**src/rtl/opl_pkg.sv**
```systemverilog
// Shared types and constants for the operand latch: FSM states, width codes,
// reset values and the width-to-byte-count decode.
package opl_pkg;

  typedef enum logic [1:0] {
    IDLE  = 2'd0,
    FETCH = 2'd1,
    DONE  = 2'd2
  } state_t;

  localparam logic [1:0]  W_ADDR = 2'b00;
  localparam logic [1:0]  W_8    = 2'b01;
  localparam logic [1:0]  W_16   = 2'b10;
  localparam logic [1:0]  W_24   = 2'b11;

  localparam logic [7:0]  BYTE_RST = 8'h00;
  localparam logic [23:0] OPND_RST = 24'h00_0000;

  // Index of the last operand byte (n-1); width 00 follows the address bus size.
  function automatic logic [1:0] last_index(input logic [1:0] width, input logic ab24);
    case (width)
      W_8:     last_index = 2'd0;
      W_16:    last_index = 2'd1;
      W_24:    last_index = 2'd2;
      default: last_index = ab24 ? 2'd2 : 2'd1;
    endcase
  endfunction

endpackage

```
**src/rtl/opl_shift.sv**
```systemverilog
// Data-bus history: DI is the live bus byte (or the held copy during a stall),
// DR and D3 are the two preceding accepted bytes.
module opl_shift
  import opl_pkg::*;
(
  input  logic       clk,
  input  logic       RST,
  input  logic       rdy,
  input  logic [7:0] DB,
  output logic [7:0] DI,
  output logic [7:0] DR,
  output logic [7:0] D3
);

  logic [7:0] di_hold;

  assign DI = rdy ? DB : di_hold;

  always_ff @(posedge clk) begin
    if (RST) begin
      di_hold <= BYTE_RST;
      DR      <= BYTE_RST;
      D3      <= BYTE_RST;
    end else if (rdy) begin
      di_hold <= DB;
      DR      <= DI;
      D3      <= DR;
    end
  end

endmodule

```
**src/rtl/operand_latch.sv**
```systemverilog
// Fetches a 1/2/3-byte little-endian operand from the memory bus and presents
// it on OPND with a one-cycle done pulse. Sign extension via OPERAND_LATCH_SEXT_EN.
module operand_latch
  import opl_pkg::*;
(
  input  logic        clk,
  input  logic        RST,
  input  logic [7:0]  DB,
  input  logic        rdy,
  input  logic        start,
  input  logic [1:0]  width,
  input  logic        ABWDTH,
`ifdef OPERAND_LATCH_SEXT_EN
  input  logic        sext,
`endif
  output logic [7:0]  DI,
  output logic [7:0]  DR,
  output logic [7:0]  D3,
  output logic [23:0] OPND,
  output logic        busy,
  output logic        done,
  output state_t      fsm_state
);

  // Flow control: a bus byte is taken only on a cycle with rdy=1; rdy=0 freezes
  // capture and counting. start is a level accepted only in IDLE, never queued.
  state_t     state, next_state;
  logic [1:0] cnt;
  logic [1:0] last;
  logic [7:0] b0, b1;
  logic       accept;
  logic [7:0] ext;
  logic [23:0] opnd_next;

  opl_shift u_shift (
    .clk (clk),
    .RST (RST),
    .rdy (rdy),
    .DB  (DB),
    .DI  (DI),
    .DR  (DR),
    .D3  (D3)
  );

`ifdef OPERAND_LATCH_SEXT_EN
  logic sext_q;
  assign ext = {8{sext_q & DB[7]}};
`else
  assign ext = 8'h00;
`endif

  assign accept    = (state == FETCH) && rdy;
  assign busy      = (state == FETCH);
  assign done      = (state == DONE);
  assign fsm_state = state;

  always_comb begin
    next_state = state;
    case (state)
      IDLE:    if (start) next_state = FETCH;
      FETCH:   if (rdy && (cnt == last)) next_state = DONE;
      DONE:    next_state = IDLE;
      default: next_state = IDLE;
    endcase
  end

  // The final byte arrives straight from the bus and tops the operand.
  always_comb begin
    opnd_next = OPND_RST;
    case (last)
      2'd0:    opnd_next = {ext, ext, DB};
      2'd1:    opnd_next = {ext, DB, b0};
      default: opnd_next = {DB, b1, b0};
    endcase
  end

  always_ff @(posedge clk) begin
    if (RST) begin
      state <= IDLE;
      cnt   <= 2'd0;
      last  <= 2'd0;
      b0    <= BYTE_RST;
      b1    <= BYTE_RST;
      OPND  <= OPND_RST;
`ifdef OPERAND_LATCH_SEXT_EN
      sext_q <= 1'b0;
`endif
    end else begin
      state <= next_state;
      if ((state == IDLE) && start) begin
        cnt  <= 2'd0;
        last <= last_index(width, ABWDTH);
`ifdef OPERAND_LATCH_SEXT_EN
        sext_q <= sext;
`endif
      end
      if (accept) begin
        case (cnt)
          2'd0:    b0 <= DB;
          2'd1:    b1 <= DB;
          default: ;
        endcase
        cnt <= cnt + 2'd1;
        if (cnt == last) OPND <= opnd_next;
      end
    end
  end

endmodule

```
**config.mk**
```make
export PLATFORM = sky130hd
export DESIGN_NAME = operand_latch
export DESIGN_NICKNAME = d
export VERILOG_FILES = /design/src/rtl/opl_pkg.sv /design/src/rtl/opl_shift.sv /design/src/rtl/operand_latch.sv
export SDC_FILE = /design/constraint.sdc
export NUM_CORES = 1
export LEC_CHECK = 0
export BUFFER_PORTS_ARGS = -buffer_cell sky130_fd_sc_hd__buf_2
export CAP_MARGIN = 20
export CELL_PAD_IN_SITES_DETAIL_PLACEMENT = 0
export CELL_PAD_IN_SITES_GLOBAL_PLACEMENT = 1
export CORE_ASPECT_RATIO = 0.9
export CORE_UTILIZATION = 43
export CTS_BUF_LIST = sky130_fd_sc_hd__clkbuf_16
export DETAILED_ROUTE_END_ITERATION = 16
export PLACE_DENSITY = 0.9
export SLEW_MARGIN = 30
export SYNTH_ARGS = -nofsm -noshare
export SYNTH_HDL_FRONTEND = slang
export SYNTH_HIERARCHICAL = 1
export SYNTH_SLANG_ARGS = --single-unit
```
**constraint.sdc**
```tcl
create_clock -name clk -period 3.2 [get_ports clk]
set_input_delay 0.64 -clock clk [delete_from_list [all_inputs] [get_ports clk]]
set_output_delay 0.64 -clock clk [all_outputs]
set_load 0.02 [all_outputs]
```
# --- After elaboration in Yosys (flattened, before gate mapping) ---
# Cells that the tools add are included.
classes:
  eq_ne: 10
  muxes: 9
  n_reduce_logical: 11
  addsub: 1
op_table:
  columns: ["operator", "count"]
  rows:
  - ["$pmux W24 S2", 1]
  - ["$mux W2", 5]
  - ["$eq A2 B1 Y1 const B", 4]
  - ["$mux W8", 1]
  - ["$reduce_and A2 Y1", 4]
  - ["$eq A2 B2 Y1 const B", 3]
  - ["$logic_not A2 Y1", 3]
  - ["$pmux W2 S3", 1]
  - ["$pmux W2 S2", 1]
  - ["$logic_and A1 B1 Y1", 3]
  - ["$add A2 B1 Y2 const B", 1]
  - ["$eq A2 B2 Y1", 1]
  - ["$ne A2 B1 Y1 const B", 1]
  - ["$ne A2 B2 Y1 const B", 1]
  - ["$reduce_bool A2 Y1", 1]
word_totals:
  reg_bits: 70
  out_inout_bits: 52
  input_bits: 15

# --- Depth between registers and ports, before layout ---
# Gate-level depths: netlist of run 1.
logic_depth:
  ltp_word: 4
  depth_mapped: 6

# --- By module ---
# The synthesis of run 1 kept the hierarchy.
by_module_without_submodules:
  columns: ["mod", "area_each_um2", "instances", "seq_area_each_um2", "cells_each"]
  rows:
  - ["operand_latch", 2182.1, 1, 920.9, 253]
  - ["opl_shift", 860.8, 1, 480.5, 93]

# --- Least setup slack after synthesis of run 1 ---
# No wires, ideal clock.
synth_timing:
  path_type: "in2reg"
  start: "in rdy"
  end: "reg OPND[15]"
  arrival_ps: 1602
  slack_ps: 1476
  cell_stages: 5
  path_cell_list: "clkbuf_2 > and3b_1 > nand3_2 > buf_6 > mux2_4"
synth_between:
  elab_chain_cells: 2
synth_lines:
  columns: ["item", "line_no", "text"]
  rows:
  - ["start, declared", "operand_latch.sv:9", "input logic rdy,"]
  - ["$logic_and A1 B1 Y1", "operand_latch.sv:52", "assign accept = (state == FETCH) && rdy;"]
  - ["$reduce_and A2 Y1 (no source line)", null, null]
  - ["end signal, assigned", "operand_latch.sv:104", "if (cnt == last) OPND <= opnd_next;"]
  - ["end, declared", "operand_latch.sv:19", "output logic [23:0] OPND,"]
# No other way between the ends.
# A chain may end at the register's enable or synchronous reset.

# --- Worst setup path after layout of run 1 ---
layout_timing:
  start: "in rdy"
  end: "out DI[2]"
layout_between:
  elab_chain_cells: 1
layout_lines:
  columns: ["item", "line_no", "text"]
  rows:
  - ["$mux W8", null, null]
  - ["end, declared", "operand_latch.sv:16", "output logic [7:0] DI,"]
# No other way between the ends.

==> summary.txt, run 1 <==
GRT
  – Gr busiest metal: met2
  – Pin count of the biggest net entering global routing: 50
  – Vias in the first global route: roughly 2400
  – GR Layer Usage met1: 24.5%
  – GRT Overall Usage: 19.6%
  – First-pass GRT wire length: around 11000 um
  – Initial antenna violation count: 0
  – GR Util met3: 5.37%
  – GRT Residual Overflow: 0
  – GRT met2 Usage: 32.3%

STA
  – Final slew viol count: 0
  – Relative slew slack: 67.8%
  – Clk_skew: 0.00417 ns
  – Sum Neg Setup Slack: 0 ns
  – Min Tclk post-route: about 2.2 ns
  – Worst hold slack: around 0.45 ns
  – Final hold vios: 0
  – Fmax: roughly 0.46 GHz
  – Final Setup Violations: 0
  – Unrepaired setup endpoints after global routing: false
  – Worst Tran Pin Value: 0.483 ns
  – Tcrit/Tclk final: 68.6%

Clocking
  – H-tree Lvls: 3
  – Clock Sink Count: 70
  – Post-CTS sizing: 0
  – Postcts setup bufs: 0
  – Num CTS Buffers: 9
  – Hold-fix buffers, CTS: 0
  – CTS tree: built
  – Clock root cell: clkbuf_16
  – Clk Latency, worst-skew pair: 0.33 ns
  – Clock slew at reported path FFs: 0.06 ns
  – Clock Path Buffers: 2

Power
  – Seq pwr share: a little over two fifths
  – Gate power share: between 10% and 20%
  – Max IR drop VDD: between 0.3 and 0.4 mV
  – Clock share of power: roughly 47%
  – Sw Ratio: roughly 26%
  – PD cells: between 500 and 600 nW/um2
  – Pint: roughly 1.6 mW
  – Power, Total: ~2.2 mW
  – Leak: roughly 1.6 nW
  – P_sw: about 0.56 mW

Final layout
  – Final Util: roughly 55%
  – Area Overhead vs Synth: 21.6%
  – Commonest non-fill, non-tap cell in the layout: dfxtp_1
  – Commonest non-fill, non-tap cells in the layout: dfxtp_1, nand2_1, buf_2, a21oi_1, nor2b_1
  – Diode count: 0
  – Nets@finish: approximately 420
  – Layout cells sized above 1: 27.6%

Route
  – DRT antenna net count: 0
  – # DRC: 0
  – Initial DRC count: approximately 120
  – Routed WL: between 6000 and 7000 um
  – Drt pass-1 iters: 4
  – Routed len/inst: 13.6 um
  – Via density: a little over 5
  – Via count: approximately 2500

Placed design
  – Final HPWL DP: ~4500 um
  – Port-buffer cells: 66
  – Placer congestion estimate: roughly 0.8

Logic synthesis
  – Sequential-to-total area share from yosys stat: 46.1%
  – Yosys cell types: 36
  – Post-synth EDFFs: 0
  – Syn Nets: around 360
  – FFs w/ async S/R, synth: 0%
  – Synth Register Bits: 70
  – Post-Syn Instances: 346
  – Avg Inst Size Synth: roughly 8.8 um2
  – Most used flip-flop cell after synthesis: dfxtp_1
  – Synth warn: 6
  – Mapped cell area: 3040 um2

Floorplanning
  – Starting Density: 45.5%
  – Core Region: roughly 6700 um2
  – Chip width: roughly 90 um
  – DIE AREA: 7420 um2
  – Top Ports: 67
  – Cell row count: 28
  – Chip height: a little over 80 um

Worst setup path
  – Cell Chain, Critical Path: buf_2 > buf_4 > nand2b_1 > nand2_1 > buf_2
  – FF-to-FF End: OPND[16]$_SDFFE_PP0P_
  – CP Max Fanout: 25
  – R2R cell count: 5
  – Slowest stage cell, crit path: buf_4
  – CP Class: input pin to primary output
  – CP Data Required Time: around 2.6 ns
  – Worst Path Arrival: around 1.6 ns
  – Setup crit start kind: input pin
  – Reg2reg start: last[0]$_SDFFE_PP0P_
  – Setup slack, reg-to-reg: approximately 1.4 ns
  – Critical path endpoint category: primary output
  – Cell with the most instances on the worst path: buf_2
  – CP peak stage delay: 0.32 ns

Hold path
  – Hold endpoint: b1[6]$_SDFFE_PP0P_
  – Hold crit path type: flip-flop to flip-flop
  – Hold depth: 2
  – Hold wc startpoint: b1[6]$_SDFFE_PP0P_

Status
  – Status: completed

Flow run
  – Max cap viols: 0
## worst max-delay path, delay by kind of cell
kind                   cells  cell delay (ns)
buffers and inverters      3             0.69
AND/OR/NAND/NOR            2             0.22
## cell type report
class / instances / area (um2)
Inverter: 4 / 15.0
Clock buffer: 9 / 225
Multi-Input combinational cell: 247 / 1490
Sequential cell: 70 / 1400
Tap cell: 90 / 113
Timing Repair Buffer: 72 / 375
Fill cell: 632 / 2990
Clock inverter: 7 / 77.6
## cell families after synthesis
group	after synthesis	share of synthesized area, %
buffers and inverters	29	4.89
xor gates and xnor gates	2	0.576
AOI/OAI and AO/OA	62	10.7
DFF	70	46.1
and+or+nand+nor	149	25.7
adders and majority gates	2	0.822
muxes	32	11.3
## power groups by stage
| stage | logic (mW) | clock network, mW | registers [mW] |
|---|---|---|---|
| final | 0.232 | 1.01 | 0.919 |
| after global routing | 0.256 | 1.07 | 0.923 |
| after CTS | 0.234 | 1.03 | 0.919 |
| after detailed placement | 0.233 | 0 | 0.938 |
| after global placement | 0.231 | 0 | 0.937 |
| after floorplan | 0.151 | 0 | 0.954 |
## how the worst max path moves through the flow
stage,startpoint,to,slack (ns),cells past startpoint
after floorplan,rdy,OPND[15]$_SDFFE_PP0P_,1.48,5
after global placement,rdy,DI[0],1.04,5
after detailed placement,rdy,DI[3],1.02,5
after CTS,rdy,DI[3],1.0,5
after global routing,rdy,DI[2],0.89,5
final,rdy,DI[2],1.01,5
## sequential cells by signal, summed over array words and instances (netlist names)
signal,cells
OPND,24
b0,8
b1,8
cnt,2
fsm_state,2
last,2
u_shift/D3,8
u_shift/DR,8
u_shift/di_hold,8
## Yosys cell counts (2+ instances only)
cell	n	share of area (%)
buf_4	2	0.49
mux2_2	14	5.2
nor2b_1	18	3.7
and4b_1	2	0.66
a21oi_1	50	8.2
nand2b_1	16	3.3
o21ai_0	8	1.3
mux2i_1	16	5.3
nand3b_1	9	2.2
or3b_2	8	2.3
xnor2_1	2	0.58
buf_2	7	1.2
nor2_1	10	1.2
inv_1	3	0.37
nand4b_1	2	0.58
buf_6	3	1.1
clkbuf_1	8	0.99
ha_1	2	0.82
nand3_1	10	1.6
dfxtp_1	70	46
buf_1	4	0.49
nor3b_1	2	0.49
nand2_1	67	8.3
## per-stage QoR
step                setup WS, ns  cells  instance area, um2
floorplan                   1.48    346                3040
global placement            1.04    483                3400
detailed placement          1.02    483                3400
CTS                        0.999    499                3700
global route               0.891    499                3700
finish                      1.01    499                3700
## routing by layer
metal / vias up / part of all wire (%)
met2: 75 / 45
met5: - / 0
met3: 8 / 7.8
li1: 1275 / -
met1: 1173 / 46
met4: 0 / 1.2
Note: power is estimated with default switching activity, not from simulation.
==> run 2: changes to the inputs <==
--- a/config.mk
+++ b/config.mk
@@ -10,10 +10,10 @@
 export CELL_PAD_IN_SITES_DETAIL_PLACEMENT = 0
 export CELL_PAD_IN_SITES_GLOBAL_PLACEMENT = 1
 export CORE_ASPECT_RATIO = 0.9
-export CORE_UTILIZATION = 43
+export CORE_UTILIZATION = 40
 export CTS_BUF_LIST = sky130_fd_sc_hd__clkbuf_16
 export DETAILED_ROUTE_END_ITERATION = 16
-export PLACE_DENSITY = 0.9
+export PLACE_DENSITY = 0.85
 export SLEW_MARGIN = 30
 export SYNTH_ARGS = -nofsm -noshare
 export SYNTH_HDL_FRONTEND = slang
==> constraint.sdc (replaced) <==
create_clock -name clk -period 2.3 [get_ports clk]
set_input_delay 0.46 -clock clk [delete_from_list [all_inputs] [get_ports clk]]
set_output_delay 0.46 -clock clk [all_outputs]
set_load 0.02 [all_outputs]
==> summary.txt, run 2 (synthesis gave the netlist of run 1 again) <==
Floorplanning
  – Chip width: 93.9 um (was 90.7 um)
  – DIE AREA: 7960 um2 (was 7420 um2)
  – Starting Density: 42.1% (was 45.5%)
  – Chip height: 84.7 um (was 81.8 um)
  – Cell row count: 29 (was 28)
  – Top Ports: 67 (unchanged)
  – Core Region: 7220 um2 (was 6690 um2)

Route
  – Via density: 5.02 (was 5.07)
  – Routed len/inst: 14.0 um (was 13.6 um)
  – Routed WL: 7030 um (was 6810 um)
  – Drt pass-1 iters: 4 (unchanged)
  – # DRC: 0 (unchanged)
  – DRT antenna net count: 0 (unchanged)
  – Initial DRC count: 125 (was 115)
  – Via count: 2525 (was 2531)

Final layout
  – Max FFs per register: 24 (unchanged)
  – Commonest non-fill, non-tap cells in the layout: dfxtp_1, nand2_1, buf_2, a21oi_1, nor2b_1 (unchanged)
  – FILL cells: 685 (was 632)
  – Layout cells sized above 1: 27.6% (about the same)
  – Area of the multi-input gates: 1490 um2 (unchanged)
  – Diode count: 0 (unchanged)
  – Sequential Area: 1400 um2 (unchanged)
  – Largest reg by FF count: OPND (unchanged)
  – Commonest non-fill, non-tap cell in the layout: dfxtp_1 (unchanged)
  – Nets@finish: 422 (was 421)
  – Area Overhead vs Synth: 22.4% (was 21.6%)

STA
  – Clk_skew: 0.00275 ns (was 0.00417 ns)
  – Final slew viol count: 0 (unchanged)
  – Worst Tran Pin Value: 0.491 ns (was 0.483 ns)
  – Min setup slack post-route: 0.462 ns (was 1.01 ns)
  – Tcrit/Tclk final: ~80%
  – Fmax: roughly 0.54 GHz
  – Relative slew slack: 67.3% (was 67.8%)
  – Final hold vios: 0 (unchanged)
  – Final Setup Violations: 0 (unchanged)
  – Min Tclk post-route: roughly 1.8 ns
  – Unrepaired setup endpoints after global routing: false (unchanged)
  – Sum Neg Setup Slack: 0 ns (unchanged)

Placed design
  – Pre-CTS setup slack: 0.476 ns (was 1.02 ns)
  – Final HPWL DP: 4740 um (was 4510 um)
  – Placer congestion estimate: 0.746 (was 0.799)
  – Port-buffer cells: 66 (unchanged)

Clocking
  – Clock root cell: clkbuf_16 (unchanged)
  – CTS tree: built (unchanged)
  – Post-CTS sizing: 0 (unchanged)
  – Clock Path Buffers: 2 (unchanged)
  – Postcts setup bufs: 0 (unchanged)
  – Clock Sink Count: 70 (unchanged)
  – H-tree Lvls: 3 (unchanged)
  – Clock slew at reported path FFs: 0.05 ns (was 0.06 ns)
  – Clk Latency, worst-skew pair: 0.33 ns (about the same)
  – Hold-fix buffers, CTS: 0 (unchanged)
  – Num CTS Buffers: 9 (unchanged)

Worst setup path
  – Slowest stage cell, crit path: buf_4 (unchanged)
  – CP Class: input pin to primary output (unchanged)
  – CP bufs+invs: 3 (unchanged)
  – R2R cell count: 4 (was 5)
  – Critical path depth: 5 (unchanged)
  – Launch point of the worst path: rdy (unchanged)
  – Worst Path Arrival: 1.38 ns (was 1.55 ns)
  – CP Data Required Time: 1.84 ns (was 2.56 ns)
  – CP Max Fanout: 35 (was 25)
  – CP peak stage delay: 0.34 ns (was 0.32 ns)
  – Largest delay share family, worst path: buffers and inverters (unchanged)
  – Setup crit start kind: input pin (unchanged)
  – Critical path endpoint category: primary output (unchanged)
  – Reg2reg start: last[1]$_SDFFE_PP0P_ (was last[0]$_SDFFE_PP0P_)
  – Cell Chain, Critical Path: buf_2 > buf_4 > nand2_1 > nand2_1 > buf_2 (was buf_2 > buf_4 > nand2b_1 > nand2_1 > buf_2)

GRT
  – First-pass GRT wire length: 11800 um (was 11200 um)
  – Initial antenna violation count: 0 (unchanged)
  – Pin count of the biggest net entering global routing: 36 (was 50)
  – Vias in the first global route: 2425 (was 2399)
  – GRT Residual Overflow: 0 (unchanged)
  – GRT Overall Usage: 19.4% (was 19.6%)

Flow run
  – Max cap viols: 0 (unchanged)

Hold path
  – Hold wc startpoint: DB[6] (was b1[6]$_SDFFE_PP0P_)
  – Hold crit path type: input pin to flip-flop (was flip-flop to flip-flop)
  – Hold depth: 3 (was 2)

Power
  – Max IR drop VDD: 0.408 mV (was 0.385 mV)
  – PD cells: 792 nW/um2 (was 584 nW/um2)
  – Leak: 1.65 nW (was 1.64 nW)

Status
  – Status: completed (unchanged)
## run 2: cell count changes in the layout (fill, tap and decap cells not counted)
cell      previous run  this run
buf_12               0         2
clkinv_1             1         2
clkinv_4             0         1
inv_6                4         0
buf_4                6         5
clkinv_2             1         3
## run 2: per-layer routing
metal / track usage [%] / wire (um) / vias to the layer above
li1: - / - / 1284
met1: 25.9 / 3340 / 1158
met3: 6.52 / 577 / 10
met4: 6.57 / 83 / 0
met2: 29.3 / 3040 / 73
met5: 0 / 0 / -
## run 2: cell type report
type	count	area share (%)
repair buffers	73	11.0
flip-flops and latches	70	37.6
multi-input cells	247	40.1
clock inverters	7	1.75
clock buffers	9	6.05
inverters	4	0.403
well taps	93	3.13
## run 2: metrics by stage
stage                     hold slack (ns)  area [um2]  util [%]  instances  power [mW]
final                               0.439        3720      51.6        503        2.95
after global routing                0.457        3720      51.6        503        3.07
after CTS                           0.431        3720      51.6        503        2.98
after detailed placement            0.446        3430      47.5        487        1.64
after global placement              0.439        3430      47.5        487        1.64
after floorplan                     0.433        3040         -        346        1.54
## run 2: path summary, 6_finish.rpt
path / endpoint / slack (ns)
max reg2reg: OPND[2]$_SDFFE_PP0P_ / 0.70
max: DI[6] / 0.46
min reg2reg: b1[7]$_SDFFE_PP0P_ / 0.45
min: b1[6]$_SDFFE_PP0P_ / 0.44
## run 2: power breakdown
group          total [mW]  internal, mW  leakage (nW)  switching, mW
combinational       0.329         0.127         0.940          0.201
clock                1.34         0.830         0.143          0.506
sequential           1.29          1.25         0.569         0.0323
total                2.95          2.21          1.65          0.739
## run 2: tightest hold or removal path, stage by stage
cell     delay (ns)
buf_2          0.14
nand2_1        0.06
a21oi_1        0.05
==> run 3: changes to the inputs <==
--- a/config.mk
+++ b/config.mk
@@ -10,10 +10,10 @@
 export CELL_PAD_IN_SITES_DETAIL_PLACEMENT = 0
 export CELL_PAD_IN_SITES_GLOBAL_PLACEMENT = 1
 export CORE_ASPECT_RATIO = 0.9
-export CORE_UTILIZATION = 40
+export CORE_UTILIZATION = 36
 export CTS_BUF_LIST = sky130_fd_sc_hd__clkbuf_16
 export DETAILED_ROUTE_END_ITERATION = 16
-export PLACE_DENSITY = 0.85
+export PLACE_DENSITY = 0.81
 export SLEW_MARGIN = 30
 export SYNTH_ARGS = -nofsm -noshare
 export SYNTH_HDL_FRONTEND = slang
==> constraint.sdc (replaced) <==
create_clock -name clk -period 1.65 [get_ports clk]
set_input_delay 0.33 -clock clk [delete_from_list [all_inputs] [get_ports clk]]
set_output_delay 0.33 -clock clk [all_outputs]
set_load 0.02 [all_outputs]
==> summary.txt, run 3 (synthesis gave the netlist of run 1 again) <==
Status
  – Status: completed (unchanged)

Final layout
  – Layout cells sized above 1: 29.2% (was 27.6%)
  – Diode count: 0 (unchanged)
  – Commonest non-fill, non-tap cell in the layout: dfxtp_1 (unchanged)
  – FILL cells: 792 (was 685)
  – Commonest non-fill, non-tap cells in the layout: dfxtp_1, nand2_1, buf_2, a21oi_1, nor2b_1 (unchanged)
  – Nets@finish: 430 (was 422)
  – Area Overhead vs Synth: 25.9% (was 22.4%)
  – Max FFs per register: 24 (unchanged)
  – Fin cells: 517 (was 503)
  – Largest reg by FF count: OPND (unchanged)

Clocking
  – Post-CTS sizing: 0 (unchanged)
  – Clock slew at reported path FFs: 0.06 ns (was 0.05 ns)
  – Num CTS Buffers: 9 (unchanged)
  – Postcts setup bufs: 0 (unchanged)
  – Clock Sink Count: 70 (unchanged)
  – Clock Path Buffers: 2 (unchanged)
  – Clock root cell: clkbuf_16 (unchanged)
  – CTS tree: built (unchanged)
  – Clk Latency, worst-skew pair: 0.33 ns (about the same)
  – Hold-fix buffers, CTS: 0 (unchanged)
  – H-tree Lvls: 3 (unchanged)

Worst setup path
  – FF-to-FF End: OPND[1]$_SDFFE_PP0P_ (was OPND[2]$_SDFFE_PP0P_)
  – Worst Path Arrival: 1.24 ns (was 1.38 ns)
  – CP Max Fanout: 9 (was 35)
  – CP Data Required Time: 1.32 ns (was 1.84 ns)
  – CP Class: flip-flop to primary output (was input pin to primary output)
  – Setup crit start kind: flip-flop (was input pin)
  – Reg2reg start: last[0]$_SDFFE_PP0P_ (was last[1]$_SDFFE_PP0P_)
  – Critical path endpoint category: primary output (unchanged)
  – R2R cell count: 4 (unchanged)
  – Setup slack, reg-to-reg: 0.27 ns (was 0.70 ns)

STA
  – Tcrit/Tclk final: a little over nine tenths
  – Final Setup Violations: 0 (unchanged)
  – Min Tclk post-route: 1.57 ns
  – Sum Neg Setup Slack: 0 ns (unchanged)
  – Final slew viol count: 0 (unchanged)
  – Clk_skew: 0.00529 ns (was 0.00275 ns)
  – Worst Tran Pin Value: 0.440 ns (was 0.491 ns)
  – Worst hold slack: 0.270 ns (was 0.439 ns)
  – Relative slew slack: 70.5% (was 67.3%)
  – Final hold vios: 0 (unchanged)
  – Min setup slack post-route: 0.0844 ns (was 0.462 ns)
  – Unrepaired setup endpoints after global routing: false (unchanged)
  – Fmax: about 0.64 GHz

Placed design
  – Port-buffer cells: 66 (unchanged)
  – Final HPWL DP: 5020 um (was 4740 um)
  – Placer congestion estimate: 0.844 (was 0.746)
  – Dpl cells: 501 (was 487)
  – Pre-CTS setup slack: 0.223 ns (was 0.476 ns)

GRT
  – First-pass GRT wire length: 12000 um (was 11800 um)
  – Vias in the first global route: 2330 (was 2425)
  – Pin count of the biggest net entering global routing: 46 (was 36)
  – GRT Residual Overflow: 0 (unchanged)
  – GRT Overall Usage: 17.9% (was 19.4%)
  – Initial antenna violation count: 0 (unchanged)

Route
  – Routed len/inst: 14.4 um (was 14.0 um)
  – Via count: 2586 (was 2525)
  – Initial DRC count: 86 (was 125)
  – Drt pass-1 iters: 4 (unchanged)
  – Routed WL: 7430 um (was 7030 um)
  – DRT antenna net count: 0 (unchanged)
  – # DRC: 0 (unchanged)
  – Via density: 5.00 (was 5.02)

Power
  – Sw Ratio: 26.4% (was 25.1%)
  – Leak: 1.70 nW (was 1.65 nW)
  – PD cells: 1110 nW/um2 (was 792 nW/um2)
  – Power, Total: 4.26 mW (was 2.95 mW)
  – P_sw: 1.12 mW (was 0.739 mW)
  – Seq pwr share: 41.8% (was 43.6%)
  – Max IR drop VDD: 0.522 mV (was 0.408 mV)
  – Pint: 3.13 mW (was 2.21 mW)
  – Gate power share: 11.8% (was 11.1%)
  – Clock share of power: 46.5% (was 45.3%)

Hold path
  – Hold endpoint: u_shift/D3[7]$_SDFFE_PP0P_ (was b1[6]$_SDFFE_PP0P_)
  – Hold wc startpoint: RST (was DB[6])
  – Hold crit path type: input pin to flip-flop (unchanged)
  – Hold depth: 2 (was 3)

Floorplanning
  – Core Region: 8110 um2 (was 7220 um2)
  – DIE AREA: 8820 um2 (was 7960 um2)
  – Top Ports: 67 (unchanged)
  – Cell row count: 31 (was 29)
  – Chip height: 89.2 um (was 84.7 um)
  – Starting Density: 37.5% (was 42.1%)
  – Chip width: 98.9 um (was 93.9 um)

Flow run
  – Max cap viols: 0 (unchanged)
## run 3: cell types whose count changed in the layout (fill, tap and decap cells not counted)
cell,before,now
buf_4,5,11
clkinv_2,3,0
inv_6,0,3
buf_12,2,4
clkinv_1,2,1
clkinvlp_4,1,2
## run 3: final cells by class
cell class              count  area, um2  area share [%]
clock buffers               9        225            5.88
clock inverters             7       80.1            2.09
well taps                  99        124            3.23
multi-input cells         247       1490            39.0
repair buffers             81        493            12.9
inverters                   4       15.0           0.392
flip-flops and latches     70       1400            36.6
## run 3: power groups by stage
stage / Combinational, mW / Clock, mW / Sequential [mW]
2_1_floorplan: 0.292 / 0 / 1.85
4_1_cts: 0.504 / 2.02 / 1.78
3_3_place_gp: 0.496 / 0 / 1.81
6_report: 0.502 / 1.98 / 1.78
5_1_grt: 0.548 / 2.09 / 1.79
3_5_place_dp: 0.501 / 0 / 1.82
## run 3: critical path, cell delays in order (launching register included)
cell     delay (ns)
dfxtp_1        0.35
buf_4          0.17
nor2b_1        0.18
buf_2          0.19
## run 3: worst max path at each step
stage,cells after the start,slack [ns],start,endpoint
floorplan,5,0.10,fsm_state[0]$_SDFFE_PP0P_,OPND[15]$_SDFFE_PP0P_
global placement,4,0.25,start,last[0]$_SDFFE_PP0P_
detailed placement,5,0.22,rdy,b0[7]$_SDFFE_PP0P_
CTS,3,0.08,fsm_state[0]$_SDFFE_PP0P_,busy
global route,3,0.007,fsm_state[0]$_SDFFE_PP0P_,busy
finish,3,0.08,fsm_state[0]$_SDFFE_PP0P_,busy
## run 3: through the flow
| step | area (um2) | util, % |
|---|---|---|
| after global routing | 3830 | 47.3 |
| after detailed placement | 3530 | 43.5 |
| after floorplan | 3040 | - |
| after CTS | 3830 | 47.3 |
| after global placement | 3530 | 43.5 |
| final | 3830 | 47.3 |
## run 3: per-layer routing
layer,up-vias,track usage (%),part of all wire [%]
li1,1297,-,-
met1,1196,23.9,49
met2,83,27.7,42
met3,10,4.93,7.0
met4,0,6.92,1.2
met5,-,0,0
